[src/rtl/ctrl_pkg.sv]
// Shared definitions for the decode/control stage: opcodes, ALU operation codes,
// control-bundle layout and the sequencer state encoding.
package ctrl_pkg;

   localparam int unsigned CTRL_W = 19;

   localparam logic [4:0] OP_HALT   = 5'b00000;
   localparam logic [4:0] OP_NOP    = 5'b00001;
   localparam logic [4:0] OP_SIIC   = 5'b00010;
   localparam logic [4:0] OP_RTI    = 5'b00011;
   localparam logic [4:0] OP_J      = 5'b00100;
   localparam logic [4:0] OP_JR     = 5'b00101;
   localparam logic [4:0] OP_JAL    = 5'b00110;
   localparam logic [4:0] OP_JALR   = 5'b00111;
   localparam logic [4:0] OP_ADDI   = 5'b01000;
   localparam logic [4:0] OP_SUBI   = 5'b01001;
   localparam logic [4:0] OP_XORI   = 5'b01010;
   localparam logic [4:0] OP_ANDNI  = 5'b01011;
   localparam logic [4:0] OP_BEQZ   = 5'b01100;
   localparam logic [4:0] OP_BNEZ   = 5'b01101;
   localparam logic [4:0] OP_BLTZ   = 5'b01110;
   localparam logic [4:0] OP_BGEZ   = 5'b01111;
   localparam logic [4:0] OP_ST     = 5'b10000;
   localparam logic [4:0] OP_LD     = 5'b10001;
   localparam logic [4:0] OP_SLBI   = 5'b10010;
   localparam logic [4:0] OP_STU    = 5'b10011;
   localparam logic [4:0] OP_ROLI   = 5'b10100;
   localparam logic [4:0] OP_SLLI   = 5'b10101;
   localparam logic [4:0] OP_RORI   = 5'b10110;
   localparam logic [4:0] OP_SRLI   = 5'b10111;
   localparam logic [4:0] OP_LBI    = 5'b11000;
   localparam logic [4:0] OP_BTR    = 5'b11001;
   localparam logic [4:0] OP_RSHIFT = 5'b11010;
   localparam logic [4:0] OP_RARITH = 5'b11011;
   localparam logic [4:0] OP_SEQ    = 5'b11100;
   localparam logic [4:0] OP_SLT    = 5'b11101;
   localparam logic [4:0] OP_SLE    = 5'b11110;
   // Opcode 11111 has no instruction assigned and decodes as illegal
   localparam logic [4:0] OP_RSVD   = 5'b11111;

   localparam logic [3:0] ALU_RLL   = 4'b0000;
   localparam logic [3:0] ALU_SLL   = 4'b0001;
   localparam logic [3:0] ALU_RRL   = 4'b0010;
   localparam logic [3:0] ALU_SRL   = 4'b0011;
   localparam logic [3:0] ALU_ADD   = 4'b0100;
   localparam logic [3:0] ALU_XOR   = 4'b0101;
   localparam logic [3:0] ALU_ANDN  = 4'b0110;
   localparam logic [3:0] ALU_SEQ   = 4'b0111;
   localparam logic [3:0] ALU_SLT   = 4'b1000;
   localparam logic [3:0] ALU_SLE   = 4'b1001;
   localparam logic [3:0] ALU_SCO   = 4'b1010;
   localparam logic [3:0] ALU_BTR   = 4'b1011;
   localparam logic [3:0] ALU_LBI   = 4'b1100;
   localparam logic [3:0] ALU_RSVD  = 4'b1101;
   localparam logic [3:0] ALU_SLBI  = 4'b1110;
   localparam logic [3:0] ALU_PASSA = 4'b1111;

   localparam logic [1:0] SRC_REG   = 2'b00;
   localparam logic [1:0] SRC_IMM5  = 2'b01;
   localparam logic [1:0] SRC_IMM8  = 2'b10;
   localparam logic [1:0] SRC_IMM11 = 2'b11;

   localparam logic [1:0] DST_I     = 2'b00;
   localparam logic [1:0] DST_R     = 2'b01;
   localparam logic [1:0] DST_RS    = 2'b10;
   localparam logic [1:0] DST_R7    = 2'b11;

   localparam int unsigned B_ALUOP    = 15;
   localparam int unsigned B_ALUSRC   = 13;
   localparam int unsigned B_REGDST   = 11;
   localparam int unsigned B_JUMP     = 10;
   localparam int unsigned B_BRANCH   = 9;
   localparam int unsigned B_MEMREAD  = 8;
   localparam int unsigned B_MEMWRITE = 7;
   localparam int unsigned B_MEMTOREG = 6;
   localparam int unsigned B_REGWRITE = 5;
   localparam int unsigned B_PCTOREG  = 4;
   localparam int unsigned B_REGTOPC  = 3;
   localparam int unsigned B_INVA     = 2;
   localparam int unsigned B_INVB     = 1;
   localparam int unsigned B_CIN      = 0;

   typedef struct packed {
      logic [3:0] alu_op;
      logic [1:0] alu_src;
      logic [1:0] reg_dst;
      logic       jump;
      logic       branch;
      logic       mem_read;
      logic       mem_write;
      logic       mem_to_reg;
      logic       reg_write;
      logic       pc_to_reg;
      logic       reg_to_pc;
      logic       inv_a;
      logic       inv_b;
      logic       cin;
   } ctrl_t;

   typedef enum logic [1:0] {RUN, DRAIN, HALTED} state_t;

endpackage

[src/rtl/ctrl_decode.sv]
// Combinational opcode/mode decoder producing the packed control bundle and
// the special-instruction flags consumed by the sequencer.
module ctrl_decode
   import ctrl_pkg::*;
(
   input  logic [4:0]        i_opcode,
   input  logic [1:0]        i_mode,
   output logic [CTRL_W-1:0] o_ctrl,
   output logic              o_is_siic,
   output logic              o_is_rti,
   output logic              o_is_halt,
   output logic              o_is_illegal
);

   ctrl_t w_c;

   assign o_ctrl = w_c;

   always_comb begin
      w_c          = '0;
      o_is_siic    = 1'b0;
      o_is_rti     = 1'b0;
      o_is_halt    = 1'b0;
      o_is_illegal = 1'b0;
      case (i_opcode)
         OP_HALT: o_is_halt = 1'b1;
         OP_NOP:  ;
         OP_SIIC: o_is_siic = 1'b1;
         OP_RTI:  o_is_rti  = 1'b1;
         OP_J: begin
            w_c.jump    = 1'b1;
            w_c.alu_src = SRC_IMM11;
         end
         OP_JR: begin
            w_c.jump      = 1'b1;
            w_c.reg_to_pc = 1'b1;
            w_c.alu_src   = SRC_IMM8;
            w_c.alu_op    = ALU_ADD;
         end
         OP_JAL: begin
            w_c.jump      = 1'b1;
            w_c.pc_to_reg = 1'b1;
            w_c.reg_write = 1'b1;
            w_c.reg_dst   = DST_R7;
            w_c.alu_src   = SRC_IMM11;
         end
         OP_JALR: begin
            w_c.jump      = 1'b1;
            w_c.reg_to_pc = 1'b1;
            w_c.pc_to_reg = 1'b1;
            w_c.reg_write = 1'b1;
            w_c.reg_dst   = DST_R7;
            w_c.alu_src   = SRC_IMM8;
            w_c.alu_op    = ALU_ADD;
         end
         OP_ADDI, OP_SUBI, OP_XORI, OP_ANDNI: begin
            w_c.alu_src   = SRC_IMM5;
            w_c.reg_write = 1'b1;
            case (i_opcode[1:0])
               2'b00:   w_c.alu_op = ALU_ADD;
               2'b01: begin
                  w_c.alu_op = ALU_ADD;
                  w_c.inv_a  = 1'b1;
                  w_c.cin    = 1'b1;
               end
               2'b10:   w_c.alu_op = ALU_XOR;
               default: w_c.alu_op = ALU_ANDN;
            endcase
         end
         OP_BEQZ, OP_BNEZ, OP_BLTZ, OP_BGEZ: begin
            w_c.branch  = 1'b1;
            w_c.alu_op  = ALU_PASSA;
            w_c.alu_src = SRC_IMM8;
         end
         OP_ST: begin
            w_c.mem_write = 1'b1;
            w_c.alu_op    = ALU_ADD;
            w_c.alu_src   = SRC_IMM5;
         end
         OP_LD: begin
            w_c.mem_read   = 1'b1;
            w_c.mem_to_reg = 1'b1;
            w_c.reg_write  = 1'b1;
            w_c.alu_op     = ALU_ADD;
            w_c.alu_src    = SRC_IMM5;
         end
         OP_STU: begin
            w_c.mem_write = 1'b1;
            w_c.reg_write = 1'b1;
            w_c.reg_dst   = DST_RS;
            w_c.alu_op    = ALU_ADD;
            w_c.alu_src   = SRC_IMM5;
         end
         OP_SLBI, OP_LBI: begin
            w_c.alu_op    = (i_opcode == OP_SLBI) ? ALU_SLBI : ALU_LBI;
            w_c.alu_src   = SRC_IMM8;
            w_c.reg_dst   = DST_RS;
            w_c.reg_write = 1'b1;
         end
         // Immediate shifts take the shift kind from the opcode; mode bits are immediate data
         OP_ROLI, OP_SLLI, OP_RORI, OP_SRLI: begin
            w_c.alu_op    = {2'b00, i_opcode[1:0]};
            w_c.alu_src   = SRC_IMM5;
            w_c.reg_write = 1'b1;
         end
         OP_BTR: begin
            w_c.alu_op    = ALU_BTR;
            w_c.reg_dst   = DST_R;
            w_c.reg_write = 1'b1;
         end
         OP_RSHIFT: begin
            w_c.alu_op    = {2'b00, i_mode};
            w_c.reg_dst   = DST_R;
            w_c.reg_write = 1'b1;
         end
         OP_RARITH: begin
            w_c.reg_dst   = DST_R;
            w_c.reg_write = 1'b1;
            case (i_mode)
               2'b00:   w_c.alu_op = ALU_ADD;
               2'b01: begin
                  w_c.alu_op = ALU_ADD;
                  w_c.inv_a  = 1'b1;
                  w_c.cin    = 1'b1;
               end
               2'b10:   w_c.alu_op = ALU_XOR;
               default: w_c.alu_op = ALU_ANDN;
            endcase
         end
         OP_SEQ, OP_SLT, OP_SLE: begin
            w_c.alu_op    = (i_opcode == OP_SEQ) ? ALU_SEQ :
                            (i_opcode == OP_SLT) ? ALU_SLT : ALU_SLE;
            w_c.reg_dst   = DST_R;
            w_c.reg_write = 1'b1;
            w_c.inv_b     = 1'b1;
            w_c.cin       = 1'b1;
         end
         default: o_is_illegal = 1'b1;
      endcase
   end

endmodule

[src/rtl/ctrl_seq.sv]
// Decode/control stage: registers the decoded bundle into EX, sequences SIIC/RTI
// through EPC, and drains the pipeline before halting on HALT or illegal opcode.
module ctrl_seq
   import ctrl_pkg::*;
#(
   parameter int unsigned         DATA_W    = 16,
   parameter logic [DATA_W-1:0]   EXC_VEC   = DATA_W'(16'h0002),
   parameter int unsigned         DRAIN_CYC = 3
) (
   input  logic              clk,
   input  logic              rst_n,
   input  logic              id_valid,
   input  logic [4:0]        id_opcode,
   input  logic [1:0]        id_mode,
   input  logic [DATA_W-1:0] id_pc_next,
   input  logic              stall,
   input  logic              ex_flush,
   output logic              id_ready,
   output logic              ex_valid,
   output logic [CTRL_W-1:0] ex_ctrl,
   output logic              redirect_valid,
   output logic [DATA_W-1:0] redirect_pc,
   output logic              id_flush,
   output logic [DATA_W-1:0] epc,
   output logic              in_handler,
   output logic              halted,
   output logic              err
);

   localparam logic [3:0] DRAIN_INIT = 4'(DRAIN_CYC - 1);

   state_t            r_state, w_state_nx;
   logic [3:0]        r_cnt, w_cnt_nx;

   logic [CTRL_W-1:0] w_dec_ctrl;
   logic              w_is_siic, w_is_rti, w_is_halt, w_is_illegal;
   logic              w_accept, w_siic_ok, w_rti_ret, w_illegal, w_stop, w_ordinary;

   logic              w_ex_valid_d, w_redir_d, w_in_handler_d, w_err_d, w_halted_d;
   logic [CTRL_W-1:0] w_ex_ctrl_d;
   logic [DATA_W-1:0] w_redir_pc_d, w_epc_d;

   logic              r_ex_valid, r_redir, r_id_flush, r_in_handler, r_halted, r_err;
   logic [CTRL_W-1:0] r_ex_ctrl;
   logic [DATA_W-1:0] r_redir_pc, r_epc;

   ctrl_decode u_dec (
      .i_opcode     (id_opcode),
      .i_mode       (id_mode),
      .o_ctrl       (w_dec_ctrl),
      .o_is_siic    (w_is_siic),
      .o_is_rti     (w_is_rti),
      .o_is_halt    (w_is_halt),
      .o_is_illegal (w_is_illegal)
   );

   // A nested SIIC cannot be honoured with a single EPC, so it is treated as illegal
   assign w_accept   = id_valid && id_ready && !ex_flush;
   assign w_siic_ok  = w_is_siic && !r_in_handler;
   assign w_rti_ret  = w_is_rti && r_in_handler;
   assign w_illegal  = w_is_illegal || (w_is_siic && r_in_handler);
   assign w_stop     = w_is_halt || w_illegal;
   assign w_ordinary = !(w_is_siic || w_is_rti || w_stop);

   always_ff @(posedge clk) begin
      if (!rst_n) begin
         r_state <= RUN;
         r_cnt   <= '0;
      end else begin
         r_state <= w_state_nx;
         r_cnt   <= w_cnt_nx;
      end
   end

   always_comb begin
      w_state_nx = r_state;
      w_cnt_nx   = r_cnt;
      case (r_state)
         RUN: begin
            if (w_accept && w_stop) begin
               w_state_nx = DRAIN;
               w_cnt_nx   = DRAIN_INIT;
            end
         end
         DRAIN: begin
            if (r_cnt == '0) w_state_nx = HALTED;
            else             w_cnt_nx   = r_cnt - 4'd1;
         end
         default: w_state_nx = HALTED;
      endcase
   end

   always_comb begin
      id_ready       = (r_state == RUN) && !stall;
      w_ex_valid_d   = w_accept && w_ordinary;
      w_ex_ctrl_d    = w_ex_valid_d ? w_dec_ctrl : '0;
      w_redir_d      = w_accept && (w_siic_ok || w_rti_ret);
      w_redir_pc_d   = '0;
      w_epc_d        = r_epc;
      w_in_handler_d = r_in_handler;
      w_err_d        = r_err || (w_accept && w_illegal);
      w_halted_d     = r_halted || (w_state_nx == HALTED);
      if (w_accept && w_siic_ok) begin
         w_redir_pc_d   = EXC_VEC;
         w_epc_d        = id_pc_next;
         w_in_handler_d = 1'b1;
      end else if (w_accept && w_rti_ret) begin
         w_redir_pc_d   = r_epc;
         w_in_handler_d = 1'b0;
      end
   end

   always_ff @(posedge clk) begin
      if (!rst_n) begin
         r_ex_valid   <= 1'b0;
         r_ex_ctrl    <= '0;
         r_redir      <= 1'b0;
         r_redir_pc   <= '0;
         r_id_flush   <= 1'b0;
         r_epc        <= '0;
         r_in_handler <= 1'b0;
         r_halted     <= 1'b0;
         r_err        <= 1'b0;
      end else begin
         r_ex_valid   <= w_ex_valid_d;
         r_ex_ctrl    <= w_ex_ctrl_d;
         r_redir      <= w_redir_d;
         r_redir_pc   <= w_redir_pc_d;
         r_id_flush   <= w_redir_d;
         r_epc        <= w_epc_d;
         r_in_handler <= w_in_handler_d;
         r_halted     <= w_halted_d;
         r_err        <= w_err_d;
      end
   end

   assign ex_valid       = r_ex_valid;
   assign ex_ctrl        = r_ex_ctrl;
   assign redirect_valid = r_redir;
   assign redirect_pc    = r_redir_pc;
   assign id_flush       = r_id_flush;
   assign epc            = r_epc;
   assign in_handler     = r_in_handler;
   assign halted         = r_halted;
   assign err            = r_err;

endmodule

[config.mk]
export PLATFORM = sky130hd
export DESIGN_NAME = ctrl_seq
export DESIGN_NICKNAME = d
export VERILOG_FILES = /design/src/rtl/ctrl_pkg.sv /design/src/rtl/ctrl_decode.sv /design/src/rtl/ctrl_seq.sv
export SDC_FILE = /design/constraint.sdc
export NUM_CORES = 1
export LEC_CHECK = 0
export BUFFER_PORTS_ARGS = -buffer_cell sky130_fd_sc_hd__buf_2
export CELL_PAD_IN_SITES_DETAIL_PLACEMENT = 1
export CELL_PAD_IN_SITES_GLOBAL_PLACEMENT = 2
export CORE_ASPECT_RATIO = 1.5
export CORE_MARGIN = 3
export CORE_UTILIZATION = 32
export CTS_BUF_LIST = sky130_fd_sc_hd__clkbuf_4
export CTS_CLUSTER_SIZE = 16
export DETAILED_ROUTE_END_ITERATION = 8
export PLACE_DENSITY = 0.95
export SLEW_MARGIN = 10
export SYNTH_ARGS = -nofsm -noshare
export SYNTH_HDL_FRONTEND = slang
export SYNTH_SLANG_ARGS = --single-unit
[constraint.sdc]
create_clock -name clk -period 4.62 [get_ports clk]
set_clock_uncertainty 0.2 [all_clocks]
set_input_delay 0.693 -clock clk [delete_from_list [all_inputs] [get_ports clk]]
set_output_delay 0.693 -clock clk [all_outputs]
set_load 0.02 [all_outputs]
==> results.md <==
- Post-layout minimum cycle time: 2270 ps
- Number of placed I/O pins: 86
- CTS H-Tree Depth: 3
- Power Dens Cells: between 300 and 400 mW/mm^2
- Wire length of the first global-routing pass: around 10,000 um
- Area share of the leading cell type in the synthesized netlist: between 40% and 50%
- Number of setup buffers added after CTS: 0
- Number of buffers created by CTS: 9
- Global routing usage summed across all routing layers: approximately 15%
- Avg WL per Cell: between 10 and 15 um
- IO Port Bufs: 85
- Pin count of the biggest net entering global routing: 25
- Proportion of power drawn by combinational gates: about 7.8%
- Detailed-placement wirelength estimate: around 4700 um
- Die Wd: 77.8 um
- DR pass1 iterations: 4
- Setup violation total in the final timing report: 0
- Clock-pin transition on the worst setup and hold timing paths: around 90 ps
- Effective utilization at floorplan: between 30% and 40%
- Cell leakage power: 0.00150 uW
- Cell count of the worst hold path: 1
- Final clock period utilization by the worst path: between 40% and 50%
- Placement row count: 38
- Clock tree from TritonCTS: built
- Hold crit path type: register to register
- Via-to-Cell Ratio: 4.80
- Clock sink total: 61
- Startpoint types: primary input
- Post-synth EDFFs: 0
- Die span in y: about 110 um
- Number of buffers inserted for hold repair after clock tree synthesis: 0
- RSZ-0062 raised after global routing: no
- Root buffer selected by CTS: clkbuf_4
- Cell taking the most area after synthesis: dfxtp_1
- Count leader, synth: dfxtp_1
- Max-slew headroom: between 50% and 60%
- Yosys warnings: 0
- Initial DRC count: 67
- Switching power summed over all nets: approximately 240 uW
- Total count of max-transition violations in the final report: 0
- Number of diodes added for antenna fixing: 0
- Arr. time, crit path: 2420 ps
- Clock share of power: a little over a third
- Later-pin clock latency in the skew report: between 400 and 500 ps
- Final antenna-violating net count: 0
- Post-synthesis cell count: about 260
- Fraction of registers with async set/reset: 0%
- Number of hold violations in the final report: 0
- Leading post-synthesis cells by instance count: dfxtp_1 (61), nor2_1 (29), a21oi_1 (19), and2_1 (18), mux2i_1 (16)
- Reg2reg path depth: 4
- Drc violations: 0
- FMAX: ~440 MHz
- Antenna violations before repair: 0
- Number of distinct library cell variants in the gate-level netlist after synthesis: 46
- Syn Nets: around 290
- Critical-path maximum fanout: 21
- Number of maximum-capacitance violations: 0
- Fraction of layout instances using a drive strength above 1: a little under a third
- Leading post-synthesis cells by cell area: dfxtp_1 (49%), mux2i_1 (6.5%), and2_1 (4.6%), nor2_1 (4.4%), a21oi_1 (3.8%)
- Share of total power in sequential cells: a little under three fifths
- Status: completed
- Worst setup path category: primary input to register
- Number of vias in the routed layout: around 2.1k
- Final TNS setup: 0 ps
- Number of global-route vias before repair: 2,112
- Portion of the post-synthesis area used by sequential elements: between 40% and 50%
- Congestion Overflow GR: 0
- DP Worst Slack: about 1900 ps
- Area added between synthesis and finish: 23.1%
- Cell internal pwr: ~700 uW
- Required time at the endpoint of the critical path: 4770 ps
- Final estimated routing congestion in global placement: approximately 0.8
- Top flip-flop cell by instance count after synthesis: dfxtp_1
- Number of cells upsized or downsized after cts: 0
- Fin worst setup slack: roughly 2400 ps
- Mapped Area: ~0.0025 mm^2
- Final routed wirelength across all metal layers: 6380 um
- Peak ir drop on the vdd network: about 0.18 mV
- Critical Path End Type: register
- Deepest clock path buffer count: 2
- Core area: around 0.0074 mm^2
- Flip-flop and latch count after synthesis: 61
- Mean instance size in the synthesized netlist: about 9.4 um^2
- Area enclosed by the die boundary: 0.00885 mm^2
- Proportion of total power due to net switching: 25.3%
- Slew of the pin with the lowest slew margin: approximately 710 ps
- Number of nets in the layout: approximately 370
critical path, stage by stage:
cell	delay (ps)
buf_2	350
nor4b_4	450
nand4_1	240
nor2_2	470
and2_1	200
through the flow:
stage	instance area, um^2	power, uW	utilization (%)	hold slack (ps)	std cells
2_1_floorplan	2470	591	-	265	262
3_3_place_gp	2920	614	39.7	240	428
3_5_place_dp	2920	615	39.7	246	428
4_1_cts	3050	966	41.3	269	443
5_1_grt	3050	1000	41.3	281	443
6_report	3050	951	41.3	265	443
logic make-up (layout without fill, tap and decap cells):
logic type,after synthesis,after routing,share of synthesized area [%]
adder cells (fa/ha/maj),2,2,1.01
multiplexers,16,16,6.47
buffers and inverters,28,109,5.51
AO/OA/AOI/OAI,41,41,10.3
XOR/XNOR,4,4,1.42
flip-flops,61,61,49.3
AND/OR/NAND/NOR,110,110,26.0
power groups by stage:
stage | registers, uW | clock network (uW) | logic (uW)
after floorplan | 544 | 0 | 46.9
after global placement | 541 | 0 | 72.7
after detailed placement | 541 | 0 | 74.4
after CTS | 529 | 362 | 75.1
after global routing | 529 | 391 | 82.2
final | 529 | 348 | 74.3
state kept, by name, indices dropped and copies added (netlist names):
name and count:
err 1, id_flush 1, r_cnt 4, r_state 2, redirect_pc 16, halted 1, ex_ctrl 18, ex_valid 1
epc 16, in_handler 1
path summary, 6_finish.rpt:
kind	to	from	slack [ps]
setup / recovery	redirect_pc[8]	id_opcode[1]	2350
hold reg to reg	halted	halted	270
setup reg to reg	ex_ctrl[8]	r_state[0]	2640
hold / removal	halted	halted	270
cell usage in the layout, fill, tap and decap left out, drive strengths merged, types with 2 or more instances in the layout:
master	n
buf	85
dfxtp	61
nor2	30
a21oi	19
and2	18
mux2i	16
nor3	12
nand2b	11
clkbuf	9
inv	9
nand2	8
nand3	8
o21ai	7
nor2b	6
xor2	4
nand4	4
clkinv	4
nor4	3
o211ai	2
or3	2
o21a	2
o22ai	2
ha	2
nor4b	2
nand4b	2
per-layer routing:
metal,vias up,track usage [%],share of wire (%),wire length (um)
met5,-,0,0,0
met4,0,5.34,1.7,106
met3,8,4.98,5.7,363
met2,71,26.8,54,3430
met1,1000,16.0,39,2490
li1,1048,-,-,-
cell type report:
cell class                 count  area (um^2)
sequential                    61         1220
clock buffer                   9         67.6
multi-input combinational    173         1120
fill                         896         4320
inverter                       9         33.8
timing repair buffer          85          425
clock inverter                 6         55.1
tap                          100          125
No activity file was read; power rests on OpenSTA's default activity.
